## config.mk

```make
export PLATFORM = sky130hd
export DESIGN_NAME = rv32imf_prefetch_ctrl
export DESIGN_NICKNAME = d
export VERILOG_FILES = /design/src/rtl/rv32imf_pkg.sv /design/src/rtl/rv32imf_prefetch_ctrl.sv
export SDC_FILE = /design/constraint.sdc
export NUM_CORES = 1
export LEC_CHECK = 0
export CORE_MARGIN = 3
export CORE_UTILIZATION = 51
export DETAILED_ROUTE_END_ITERATION = 6
export PLACE_DENSITY = 0.86
export REMOVE_ABC_BUFFERS = 1
export SLEW_MARGIN = 20
export SYNTH_ARGS = -nofsm -noshare
export SYNTH_HDL_FRONTEND = slang
export SYNTH_SLANG_ARGS = --single-unit
```

## constraint.sdc

```tcl
create_clock -name clk_i -period 9.2 [get_ports clk_i]
set_input_delay 2.76 -clock clk_i [delete_from_list [all_inputs] [get_ports clk_i]]
set_output_delay 2.76 -clock clk_i [all_outputs]
set_load 0.02 [all_outputs]
```

## src/rtl/rv32imf_pkg.sv

```systemverilog
// Shared types and constants for the rv32imf fetch front end.
package rv32imf_pkg;

  // Prefetch request FSM: IDLE decides whether to issue, WAIT_GNT holds a request until granted.
  typedef enum logic [0:0] {
    IDLE     = 1'b0,
    WAIT_GNT = 1'b1
  } prefetch_state_e;

  // Default number of bus requests the prefetcher may have in flight.
  localparam int unsigned PREFETCH_MAX_OUT = 2;

  // Clear the byte offset so every fetch address is word aligned.
  function automatic logic [31:0] align_word(input logic [31:0] addr);
    return {addr[31:2], 2'b00};
  endfunction

endpackage

```

## src/rtl/rv32imf_prefetch_ctrl.sv

```systemverilog
// Instruction prefetch controller: issues word-aligned fetch requests to the bus,
// tracks in-flight requests and drops responses belonging to pre-branch requests.
module rv32imf_prefetch_ctrl
  import rv32imf_pkg::*;
#(
  parameter int unsigned DEPTH   = 4,
  parameter int unsigned MAX_OUT = PREFETCH_MAX_OUT
) (
  input  logic                     clk_i,
  input  logic                     rst_ni,
  input  logic                     req_i,
  input  logic                     branch_i,
  input  logic [31:0]              branch_addr_i,
  output logic                     trans_valid_o,
  input  logic                     trans_ready_i,
  output logic [31:0]              trans_addr_o,
  input  logic                     resp_valid_i,
  input  logic [$clog2(DEPTH):0]   fifo_cnt_i,
  output logic                     fifo_push_o,
  output logic                     fifo_flush_o,
  output logic                     busy_o
);

  // One spare count of headroom: a branch may issue even when MAX_OUT requests are in flight.
  localparam int unsigned OutW = $clog2(MAX_OUT + 2);

  prefetch_state_e  state_q, state_d;
  logic [OutW-1:0]  out_q, out_d;
  logic [OutW-1:0]  flush_q, flush_d;
  logic [31:0]      addr_q, addr_d;
  logic             rst_dly_q;

  logic             w_valid;
  logic             w_accept;
  logic             w_below_max;
  logic             w_room;
  logic [31:0]      w_fill;
  logic [31:0]      w_branch_addr;

  assign w_branch_addr = align_word(branch_addr_i);
  assign w_fill        = 32'(fifo_cnt_i) + 32'(out_q);
  // Every in-flight response must still fit in the FIFO once it lands.
  assign w_room        = (w_fill < 32'(DEPTH));
  assign w_below_max   = (32'(out_q) < 32'(MAX_OUT));
  assign w_accept      = w_valid & trans_ready_i;

  // Request FSM next state and bus request valid.
  always_comb begin
    state_d = state_q;
    w_valid = 1'b0;
    unique case (state_q)
      IDLE: begin
        w_valid = branch_i | (req_i & w_below_max & w_room);
        if (w_valid && !trans_ready_i) begin
          state_d = WAIT_GNT;
        end
      end
      WAIT_GNT: begin
        // A presented request is never withdrawn, even if req_i drops.
        w_valid = 1'b1;
        if (trans_ready_i) begin
          state_d = IDLE;
        end
      end
      default: begin
        state_d = IDLE;
        w_valid = 1'b0;
      end
    endcase
  end

  // Outstanding count, discard count and fetch address next-state.
  always_comb begin
    out_d = out_q;
    if (w_accept && !resp_valid_i) begin
      out_d = out_q + OutW'(1);
    end else if (!w_accept && resp_valid_i) begin
      out_d = out_q - OutW'(1);
    end

    flush_d = flush_q;
    if (branch_i) begin
      // Responses still due for requests accepted before this cycle are stale.
      flush_d = out_q - OutW'(resp_valid_i);
    end else if (resp_valid_i && (flush_q != '0)) begin
      flush_d = flush_q - OutW'(1);
    end

    addr_d = addr_q;
    if (w_accept) begin
      addr_d = trans_addr_o + 32'd4;
    end else if (branch_i) begin
      addr_d = w_branch_addr;
    end
  end

  // State registers with synchronous active-low reset.
  always_ff @(posedge clk_i) begin
    if (!rst_ni) begin
      state_q <= IDLE;
      out_q   <= '0;
      flush_q <= '0;
      addr_q  <= '0;
    end else begin
      state_q <= state_d;
      out_q   <= out_d;
      flush_q <= flush_d;
      addr_q  <= addr_d;
    end
  end

  // Remembers that the previous edge was a reset edge, to mask pushes for one more cycle.
  always_ff @(posedge clk_i) begin
    rst_dly_q <= ~rst_ni;
  end

  assign trans_valid_o = w_valid;
  assign trans_addr_o  = branch_i ? w_branch_addr : addr_q;
  assign fifo_flush_o  = branch_i;
  assign fifo_push_o   = resp_valid_i & (flush_q == '0) & ~branch_i & rst_ni & ~rst_dly_q;
  assign busy_o        = (out_q != '0) | w_valid;

`ifdef rv32imf_ASSERT_ON
  // A response with nothing in flight means the bus and this block disagree.
  assert property (@(posedge clk_i) disable iff (!rst_ni) !(resp_valid_i && (out_q == '0)))
    else $error("response with no outstanding request");

  assert property (@(posedge clk_i) disable iff (!rst_ni) trans_addr_o[1:0] == 2'b00)
    else $error("unaligned fetch address");

  assert property (@(posedge clk_i) disable iff (!rst_ni)
                   (state_q == WAIT_GNT) |-> trans_valid_o)
    else $error("request dropped while waiting for grant");
`endif

endmodule

```

; Word-level counts from Yosys, hierarchy flattened
; Index checks and enable logic that the tools add are counted.
[classes]
n_addsub = 6
order_cmp = 2
mux = 10
bitwise_logic = 13
reduce_logical = 12
[ops]
columns = operator, count
row1 = 32-bit 2-to-1 mux, 2
row2 = 32-bit by 3-bit adder with 32-bit output (second input constant), 1
row3 = 2-bit 2-to-1 mux, 4
row4 = 2-bit nonzero test, 4
row5 = 1-bit AND, 7
row6 = 3-bit by 2-bit adder with 4-bit output, 1
row7 = 1-bit logical AND, 4
row8 = 4-bit by 3-bit < comparator with 1-bit output (second input constant), 1
row9 = 1-bit NOT, 4
row10 = 1-bit one-hot mux with 2 select lines, 2
row11 = 2-bit by 1-bit subtractor with 2-bit output (second input constant), 2
row12 = 1-bit zero test, 3
row13 = 2-bit by 1-bit adder with 2-bit output (second input constant), 1
row14 = 2-bit zero test, 1
row15 = 2-bit < comparator (second input constant), 1
row16 = 1-bit 2-to-1 mux, 2
row17 = 1-bit OR, 2
row18 = 2-bit by 1-bit subtractor with 2-bit output, 1
[word_totals]
regBits = 38
in_bits = 41
output_inout_bits = 36
elab_cells = 48

; Logic depth before layout (Yosys ltp)
; Gate-level depths: netlist of the first run.
[depth]
depth_word = 10
mapped_depth = 12
mapped_depth_nobuf = 9

; Worst setup path after synthesis of the first run
; Ideal clock, no wire load.
[synth_timing]
path_type = input -> output
start = in fifo_cnt_i[1]
end = out busy_o
arrival_ns = 4.177
required_ns = 6.440
slack_ns = 2.263
path_stages = 5
path_buffers = 1
path_cell_list = ha_1 -> nand3_1 -> a211o_1 -> clkbuf_1 -> or3_1
[synth_via]
elab_chain_cells = 6
[synth_lines]
columns = element, line
row1 = start: declaration, rv32imf_prefetch_ctrl.sv:18  ; input logic [$clog2(DEPTH):0] fifo_cnt_i,
row2 = 3-bit by 2-bit adder with 4-bit output, rv32imf_prefetch_ctrl.sv:41  ; assign w_fill = 32'(fifo_cnt_i) + 32'(out_q);
row3 = 4-bit by 3-bit < comparator with 1-bit output, rv32imf_prefetch_ctrl.sv:43  ; assign w_room = (w_fill < 32'(DEPTH));
row4 = 1-bit AND, rv32imf_prefetch_ctrl.sv:53  ; w_valid = branch_i | (req_i & w_below_max & w_room);
row5 = 1-bit OR, rv32imf_prefetch_ctrl.sv:53
row6 = 1-bit one-hot mux with 2 select lines, rv32imf_prefetch_ctrl.sv:51  ; unique case (state_q)
row7 = via trans_valid_o, rv32imf_prefetch_ctrl.sv:14  ; output logic trans_valid_o,
row8 = 1-bit OR, rv32imf_prefetch_ctrl.sv:121  ; assign busy_o = (out_q != '0) | w_valid;
row9 = end: declaration, rv32imf_prefetch_ctrl.sv:21  ; output logic busy_o
; The timed path passes the listed nets, and every way through them passes these cells.

; Final worst setup path of the first run
[layout_timing]
start = in fifo_cnt_i[1]
end = out busy_o
[layout_via]
elab_chain_cells = 6
[layout_lines]
columns = element, line
row1 = 3-bit by 2-bit adder with 4-bit output, rv32imf_prefetch_ctrl.sv:41
row2 = 4-bit by 3-bit < comparator with 1-bit output, rv32imf_prefetch_ctrl.sv:43
row3 = 1-bit AND, rv32imf_prefetch_ctrl.sv:53
row4 = 1-bit OR, rv32imf_prefetch_ctrl.sv:53
row5 = 1-bit one-hot mux with 2 select lines, rv32imf_prefetch_ctrl.sv:51
row6 = 1-bit OR, rv32imf_prefetch_ctrl.sv:121
; Every way passes these cells.

==> results.cfg, run 1 <==
[global_routing]
grt_max_degree = 47
grt_pass1_wl_um = 11100
grt_use_total = 0.225
first_global_vias = 2394
grt.overflow.total = 0
grt_antenna_before_repair = 0

[floorplanning]
die_area_sq_mm = 0.00582
dieHeight_um = 76.3
die_w_um = 76.3
rows = 24
start_util = 0.552
ios = 77
core_area_sq_mm = 0.00456

[logic_synthesis]
ys_warn_count = 0
ys.flop_type = dfxtp_1
yosys.area.top_type = dfxtp_1
avgSynthCellArea_sq_um = 8.52
synth_edf_count = 0
synth.area.top_cells = dfxtp_1, mux2_2, mux2i_1
syn_area_sq_mm = 0.00252
async_flop_share = 0
ys_seq_area_frac = 0.302
yosys.area.top_type_share = 0.302
ys_types = 53
synthCells = 296
ys_seq_elements = 38

[finish]
final_area_sq_mm = 0.00332
syn_to_final_growth_pct = 31.8
drive_gt1_frac = 0.103
n_antenna_cell = 0
nNetsFinal = 405
final_util = 0.728

[timing]
worst_slack_ns = 1.48
clock_skew_ns = 0.00633
clock.fmax_mhz = 130
min_period_ns = 7.72
drv_slew = 0
hold_ws_ns = 0.568
finalCritPeriodShare = 0.839
slew-limit-headroom = 0.299
hold_violations = 0
max_slew.worst_pin.slew_ns = 1.05
setup_viol = 0
tns_ns = 0
rsz0062_at_grt = no

[worst_setup_path]
crit_path_max_fanout = 16
endpoint_kind = output pin
critical_path_class = in2out
worstPathRequired_ns = 6.44
crit_start = fifo_cnt_i[1]
r2r_start = out_q[1]$_SDFFE_PN0P_
cp-start-kind = input pin
worstPathArrival_ns = 4.96

[clocking]
cts_tree = built
cts_root_buf = clkbuf_8
clk_pin_slew_ns = 0.07
numCtsBuffers = 5
cts_sinks = 38
post-cts-setup-buffers = 0
postCtsResizedCells = 0
hold_buffers = 0
clkLatencyLatePin_ns = 0.29
cts_buffer_depth = 2
htreeDepth = 2

[detailed_routing]
avgViaCountPerCell = 5.80
drtIter0Drc = 201
ant_nets = 0
post_drt_wl_per_cell_um = 15.2
wl_um = 6440
drc = 0
first_pass_iters = 4
num_vias = 2467

[status]
status = finished, final reports clean

[placement]
placed_cell_area_sq_mm = 0.00323
place_congestion = 0.850
port_buffers = 74
pre_cts_ws_ns = 1.47
dp_hpwl_um = 4780

[worst_hold_path]
min-delay-start = out_q[1]$_SDFFE_PN0P_
min_path_type = reg2reg

[power]
ir_drop_mv = 0.0951
cellPowerDensity_mw_per_mm2 = 131
power.leakage_nw = 1.26

[job]
cap_violations = 0
-- stage by stage --
stage	cells	power, mW
final	425	0.435
after global routing	425	0.456
after floorplan	277	0.255
after global placement	417	0.312
after CTS	425	0.437
after detailed placement	417	0.316
-- layout make-up --
type                    instances  area [sq um]
flip-flops and latches         38           761
inverters                      18          67.6
clock buffers                   6          82.6
well taps                      65          81.3
clock inverters                 2          12.5
multi-input cells             221          1580
fillers                       377          1240
repair buffers                 75           743
-- cells in the mapped netlist, drive strengths merged (2+ instances only) --
master,number
o21ai,5
a211oi,5
nand2,17
nand3b,13
or4,8
mux2,18
buf,13
nand4b,2
nand4,11
mux2i,11
and3,4
o311ai,2
nor2b,3
or3,5
xnor2,6
inv,18
o41ai,2
o31ai,8
and2,4
a21oi,19
ha,5
nor3,5
nor3b,4
a31oi,4
a21o,2
or2,2
dfxtp,38
a22oi,3
nand2b,2
xor2,5
nand3,19
clkbuf,6
nor2,15
a221oi,2
-- cells in the final DEF (no fill, tap or decap), types with 2 or more instances in the layout --
cell type,n
a211oi_1,4
a21o_1,2
a21oi_1,18
a221oi_2,2
a22oi_1,3
a31oi_1,4
and2_1,4
and3_1,4
clkbuf_8,6
clkdlybuf4s50_1,73
dfxtp_1,38
ha_1,5
inv_1,18
mux2_2,18
mux2i_1,11
nand2_1,17
nand2b_1,2
nand3_1,18
nand3b_1,12
nand4_1,10
nand4b_1,2
nor2_1,15
nor2b_1,3
nor3_1,5
nor3b_1,4
o21ai_0,5
o311ai_0,2
o31ai_1,8
o41ai_1,2
or2_2,2
or3_1,5
or4_1,8
xnor2_1,6
xor2_1,5
-- flip-flops by register name, indices dropped and copies added (netlist names) --
register	count
out_q	2
addr_q	32
state_q	1
flush_q	2
rst_dly_q	1
-- power breakdown --
| part | switching, mW | leakage [nW] | internal (mW) | total, mW |
|---|---|---|---|---|
| Combinational | 0.0651 | 0.902 | 0.0633 | 0.128 |
| Sequential | 0.00815 | 0.314 | 0.176 | 0.184 |
| Clock | 0.0614 | 0.0472 | 0.0603 | 0.122 |
-- path summary, 6_finish.rpt --
path,endpoint,slack [ns],depth (start not counted)
worst max-delay path,busy_o,1.48,6
worst min-delay path,out_q[1]$_SDFFE_PN0P_,0.57,2
worst max register to register,addr_q[26]$_SDFF_PN0_,6.40,6
worst min register to register,out_q[1]$_SDFFE_PN0P_,0.57,2
-- cells by family after synthesis --
family,count (synthesis),synth area share
buf+inv,37,0.0734
simple gates,116,0.269
flops,38,0.302
compound gates,60,0.169
xor+xnor,11,0.0382
mux,29,0.124
fa+ha+maj,5,0.0248
-- worst max-delay path, cell delays in order --
cell	delay, ns
clkdlybuf4s50_1	0.41
ha_1	0.28
nand3_1	0.07
a211o_1	0.50
or3_1	0.39
clkdlybuf4s50_1	0.54
-- routing by layer --
layer	global-route usage	share of wire	up-vias
met5	0	0	-
met4	0.0435	0.0065	0
met3	0.0496	0.068	5
met2	0.383	0.48	91
met1	0.293	0.45	1146
li1	-	-	1225
(Power assumes the default switching activity.)
==> inputs of run 2 (changes only) <==
- CORE_UTILIZATION: 51 -> 43
- PLACE_DENSITY: 0.86 -> 0.77
- clock period: 9.2 -> 6.2 ns (I/O delays scaled with it)
==> run 2 against run 1 <==
  * Largest power group unchanged
  * Critical endpoint unchanged
  * Cell count is 2.6% higher
  * Largest cell class unchanged
  * Register-to-register slack got worse by 2.8 ns
  * Critical path type unchanged
  * Die area rose by 17%
  * Power up 66%
  * Wire length is 3.0% higher
  * Clock power rose by 110%
  * Critical path depth is the same
==> results.cfg, run 2 (synthesis gave the netlist of run 1 again) <==
[clocking]
postCtsResizedCells = 0
cts_tree = built
cts_sinks = 38
hold_buffers = 0
post-cts-setup-buffers = 0
clkLatencyLatePin_ns = 0.30
htreeDepth = 2
clk_pin_slew_ns = 0.08
cts_root_buf = clkbuf_8
cts_buffer_depth = 2
numCtsBuffers = 5

[worst_hold_path]
min_path_cells = 3
holdPathEnd = addr_q[29]$_SDFF_PN0_
min-delay-start = addr_q[29]$_SDFF_PN0_
min_path_type = reg2reg

[floorplanning]
core_area_sq_mm = 0.00557
dieHeight_um = 82.6
die_w_um = 82.6
start_util = 0.452
ios = 77
die_area_sq_mm = 0.00682
rows = 27

[detailed_routing]
drtIter0Drc = 96
avgViaCountPerCell = 5.71
ant_nets = 0
first_pass_iters = 4
num_vias = 2489
drc = 0
wl_um = 6640
post_drt_wl_per_cell_um = 15.2

[worst_setup_path]
worstPathArrival_ns = 3.78
worstPathRequired_ns = 4.34
rrSetupSlack_ns = 3.59
r2r_cells = 7
cp-start-kind = input pin
crit_path_max_fanout = 2
r2r_start = out_q[1]$_SDFFE_PN0P_
r2r-end = addr_q[24]$_SDFF_PN0_
endpoint_kind = output pin
critical_path_class = in2out

[timing]
setup_viol = 0
worst_slack_ns = 0.558
hold_violations = 0
tns_ns = 0
clock.fmax_mhz = 177
min_period_ns = 5.64
finalCritPeriodShare = 0.910
drv_slew = 0
max_slew.worst_pin.slew_ns = 1.05
rsz0062_at_grt = no
hold_ws_ns = 0.579
slew-limit-headroom = 0.300
clock_skew_ns = 0.00604

[power]
pwr-share-clk = 0.353
p_comb_frac = 0.269
intPower_mw = 0.520
cellPowerDensity_mw_per_mm2 = 212
p_sw_frac = 0.282
p_seq_frac = 0.378
power.leakage_nw = 1.31
p_sw_mw = 0.204
power_mw = 0.723
ir_drop_mv = 0.159

[finish]
top_regs = addr_q x32, flush_q x2, out_q x2
syn_to_final_growth_pct = 35.5
final_area_sq_mm = 0.00342
largest_reg_flops = 32
final_common_cell = clkdlybuf4s50_1
layout_common_cells = clkdlybuf4s50_1, dfxtp_1
drive_gt1_frac = 0.113
n_antenna_cell = 0
nNetsFinal = 409
top_register = addr_q

[global_routing]
first_global_vias = 2403
grt_use_total = 0.202
grt_max_degree = 34
grt_antenna_before_repair = 0
grt_pass1_wl_um = 10700
grt.overflow.total = 0

[placement]
dp_hpwl_um = 4980
pre_cts_ws_ns = 0.558
placed_cell_area_sq_mm = 0.00328
port_buffers = 74
place_congestion = 0.829

[job]
cap_violations = 0

[status]
status = finished, final reports clean
[run 2: changes by cell type in the layout (fill, tap and decap cells not counted), sizes merged]
cell	delta
buf	+4
bufinv	+2
clkbuf	-1
clkinvlp	-1
[run 2: critical path: stages]
cell and delay (ns):
clkdlybuf4s50_1 0.41, ha_1 0.28, nand3_1 0.07, a211o_1 0.31, or3_1 0.30, clkdlybuf4s50_1 0.54
[run 2: per-layer routing]
layer | GRT usage | up-vias | share of wire
met5 | 0 | - | 0
met4 | 0.0572 | 0 | 0.012
met3 | 0.0380 | 8 | 0.061
met2 | 0.354 | 72 | 0.48
met1 | 0.252 | 1176 | 0.45
li1 | - | 1233 | -
[run 2: final cells by class]
class | count | area (sq um)
flip-flops and latches | 38 | 761
inverters | 18 | 67.6
multi-input cells | 221 | 1580
clock inverters | 3 | 68.8
repair buffers | 79 | 786
clock buffers | 5 | 68.8
well taps | 72 | 90.1
fillers | 500 | 2160
[run 2: stage by stage]
| step | std cells | util |
|---|---|---|
| final | 436 | 0.613 |
| after detailed placement | 428 | 0.588 |
| after CTS | 436 | 0.613 |
| after global routing | 436 | 0.613 |
| after floorplan | 277 | - |
| after global placement | 428 | 0.588 |
[run 2: power groups by stage]
stage          clock network, mW  registers [mW]  logic (mW)
2_1_floorplan                  0           0.276       0.103
3_3_place_gp                   0           0.278       0.190
3_5_place_dp                   0           0.279       0.194
4_1_cts                    0.261           0.274       0.195
5_1_grt                    0.270           0.276       0.213
6_report                   0.255           0.274       0.195
[run 2: how the worst max path moves through the flow]
| stage | startpoint | to | slack, ns | cells past startpoint |
|---|---|---|---|---|
| 2_1_floorplan | fifo_cnt_i[1] | busy_o | 1.19 | 4 |
| 3_3_place_gp | fifo_cnt_i[1] | busy_o | 0.59 | 6 |
| 3_5_place_dp | fifo_cnt_i[1] | busy_o | 0.56 | 6 |
| 4_1_cts | fifo_cnt_i[1] | busy_o | 0.55 | 6 |
| 5_1_grt | fifo_cnt_i[1] | busy_o | 0.48 | 6 |
| 6_report | fifo_cnt_i[1] | busy_o | 0.56 | 6 |
==> inputs of run 3 (changes only) <==
- SLEW_MARGIN: 20 -> 30
==> run 3 against run 2 <==
  * Sequential power barely moved
  * Die area unchanged
  * Power hardly changed
  * Via count up 0.24%
  * Register-to-register slack improved by 0.21 ns
  * Critical path depth unchanged
  * Hold slack worse by 0.00079 ns
  * Wire length fell by 0.48%
  * Global-route usage hardly changed
==> results.cfg, run 3 (synthesis gave the netlist of run 1 again) <==
[timing]
clock.fmax_mhz = 177
slew-limit-headroom = 0.605
worst_slack_ns = 0.558
setup_viol = 0
clock_skew_ns = 0.00670
rsz0062_at_grt = no
tns_ns = 0
max_slew.worst_pin.slew_ns = 0.592
finalCritPeriodShare = 0.910
drv_slew = 0
hold_violations = 0
min_period_ns = 5.64

[worst_setup_path]
worstPathRequired_ns = 4.34
crit_top_cell = clkdlybuf4s50_1
rrSetupSlack_ns = 3.80
r2r_cells = 7
r2r_start = out_q[1]$_SDFFE_PN0P_
crit_path_max_fanout = 2
crit_slowest_cell = clkdlybuf4s50_1
cp-start-kind = input pin
path_buf_inv = 2
critical_path_class = in2out
r2r-end = addr_q[24]$_SDFF_PN0_
worstPathArrival_ns = 3.78
slowest_delay_ns = 0.54
path_cells = clkdlybuf4s50_1 > ha_1 > nand3_1 > a211o_1 > or3_1 > clkdlybuf4s50_1
endpoint_kind = output pin
crit_family = buffers and inverters

[clocking]
clkLatencyLatePin_ns = 0.30
clk_pin_slew_ns = 0.08
postCtsResizedCells = 0
htreeDepth = 2
numCtsBuffers = 5
hold_buffers = 0
cts_buffer_depth = 2
post-cts-setup-buffers = 0
cts_tree = built
cts_sinks = 38
cts_root_buf = clkbuf_8

[finish]
fillers = 499
top_regs = addr_q x32, flush_q x2, out_q x2
layout_common_cells = clkdlybuf4s50_1, dfxtp_1, mux2_2, nand3_1, a21oi_1
syn_to_final_growth_pct = 35.8
final_common_cell = clkdlybuf4s50_1
top_register = addr_q
largest_reg_flops = 32
drive_gt1_frac = 0.118
n_antenna_cell = 0
nNetsFinal = 409

[detailed_routing]
first_pass_iters = 4
post_drt_wl_per_cell_um = 15.2
avgViaCountPerCell = 5.72
num_vias = 2495
wl_um = 6610
drc = 0
drtIter0Drc = 95
ant_nets = 0

[floorplanning]
ios = 77
start_util = 0.452
rows = 27
dieHeight_um = 82.6
die_w_um = 82.6
core_area_sq_mm = 0.00557
die_area_sq_mm = 0.00682

[placement]
dp_hpwl_um = 4980
port_buffers = 74
pre_cts_ws_ns = 0.558
place_congestion = 0.829

[worst_hold_path]
min_path_type = reg2reg
min-delay-start = out_q[1]$_SDFFE_PN0P_
min_path_cells = 2
holdPathEnd = out_q[1]$_SDFFE_PN0P_

[global_routing]
grt_pass1_wl_um = 10700
grt_max_degree = 34
grt.overflow.total = 0
grt_use_total = 0.202
grt_antenna_before_repair = 0
first_global_vias = 2401

[power]
ir_drop_mv = 0.159
cellPowerDensity_mw_per_mm2 = 211
power.leakage_nw = 1.31

[status]
status = finished, final reports clean

[job]
cap_violations = 0
[run 3: cell count changes in the layout (fill, tap and decap cells not counted)]
| cell | previous run | this run |
|---|---|---|
| inv_1 | 18 | 17 |
| inv_2 | 0 | 1 |
| o2111ai_1 | 1 | 0 |
| o2111ai_2 | 0 | 1 |
[run 3: final cells by class]
type                       count  area [sq um]  area share
multi-input combinational    221          1580       0.462
timing repair buffer          79           786       0.230
sequential                    38           761       0.222
tap                           72          90.1      0.0263
clock buffer                   5          68.8      0.0201
clock inverter                 3          68.8      0.0201
inverter                      18          67.6      0.0197
[run 3: stage by stage]
step	power [mW]	utilization	instance area, sq um	hold slack [ns]	cells
finish	0.723	0.614	3420	0.578	436
global route	0.760	0.614	3420	0.612	436
detailed placement	0.473	0.588	3280	0.570	428
floorplan	0.379	-	2400	0.507	277
CTS	0.730	0.613	3420	0.583	436
global placement	0.468	0.588	3280	0.546	428
[run 3: worst max-delay path by stage]
stage          slack [ns]  depth (start not counted)           from     end
4_1_cts              0.55                          6  fifo_cnt_i[1]  busy_o
3_5_place_dp         0.56                          6  fifo_cnt_i[1]  busy_o
2_1_floorplan        1.19                          4  fifo_cnt_i[1]  busy_o
3_3_place_gp         0.59                          6  fifo_cnt_i[1]  busy_o
5_1_grt              0.48                          6  fifo_cnt_i[1]  busy_o
6_report             0.56                          6  fifo_cnt_i[1]  busy_o
[run 3: worst min-delay path: cells and delay by family (launching register included)]
family         cells  cell delay, ns
AO/OA/AOI/OAI      2            0.16
flip-flops         1            0.37
[run 3: where the power goes]
part	internal, mW	switching [mW]	total, mW
registers	0.262	0.0120	0.274
clock network	0.161	0.0936	0.255
logic	0.0969	0.0979	0.195
[run 3: metal layers]
metal  routed length [um]  part of all wire  up-vias  track usage
li1                     -                 -     1231            -
met1                 2960              0.45     1181        0.250
met2                 3190              0.48       76        0.357
met3                  402             0.061        7       0.0380
met4                   62            0.0094        0       0.0572
met5                    0                 0        -            0
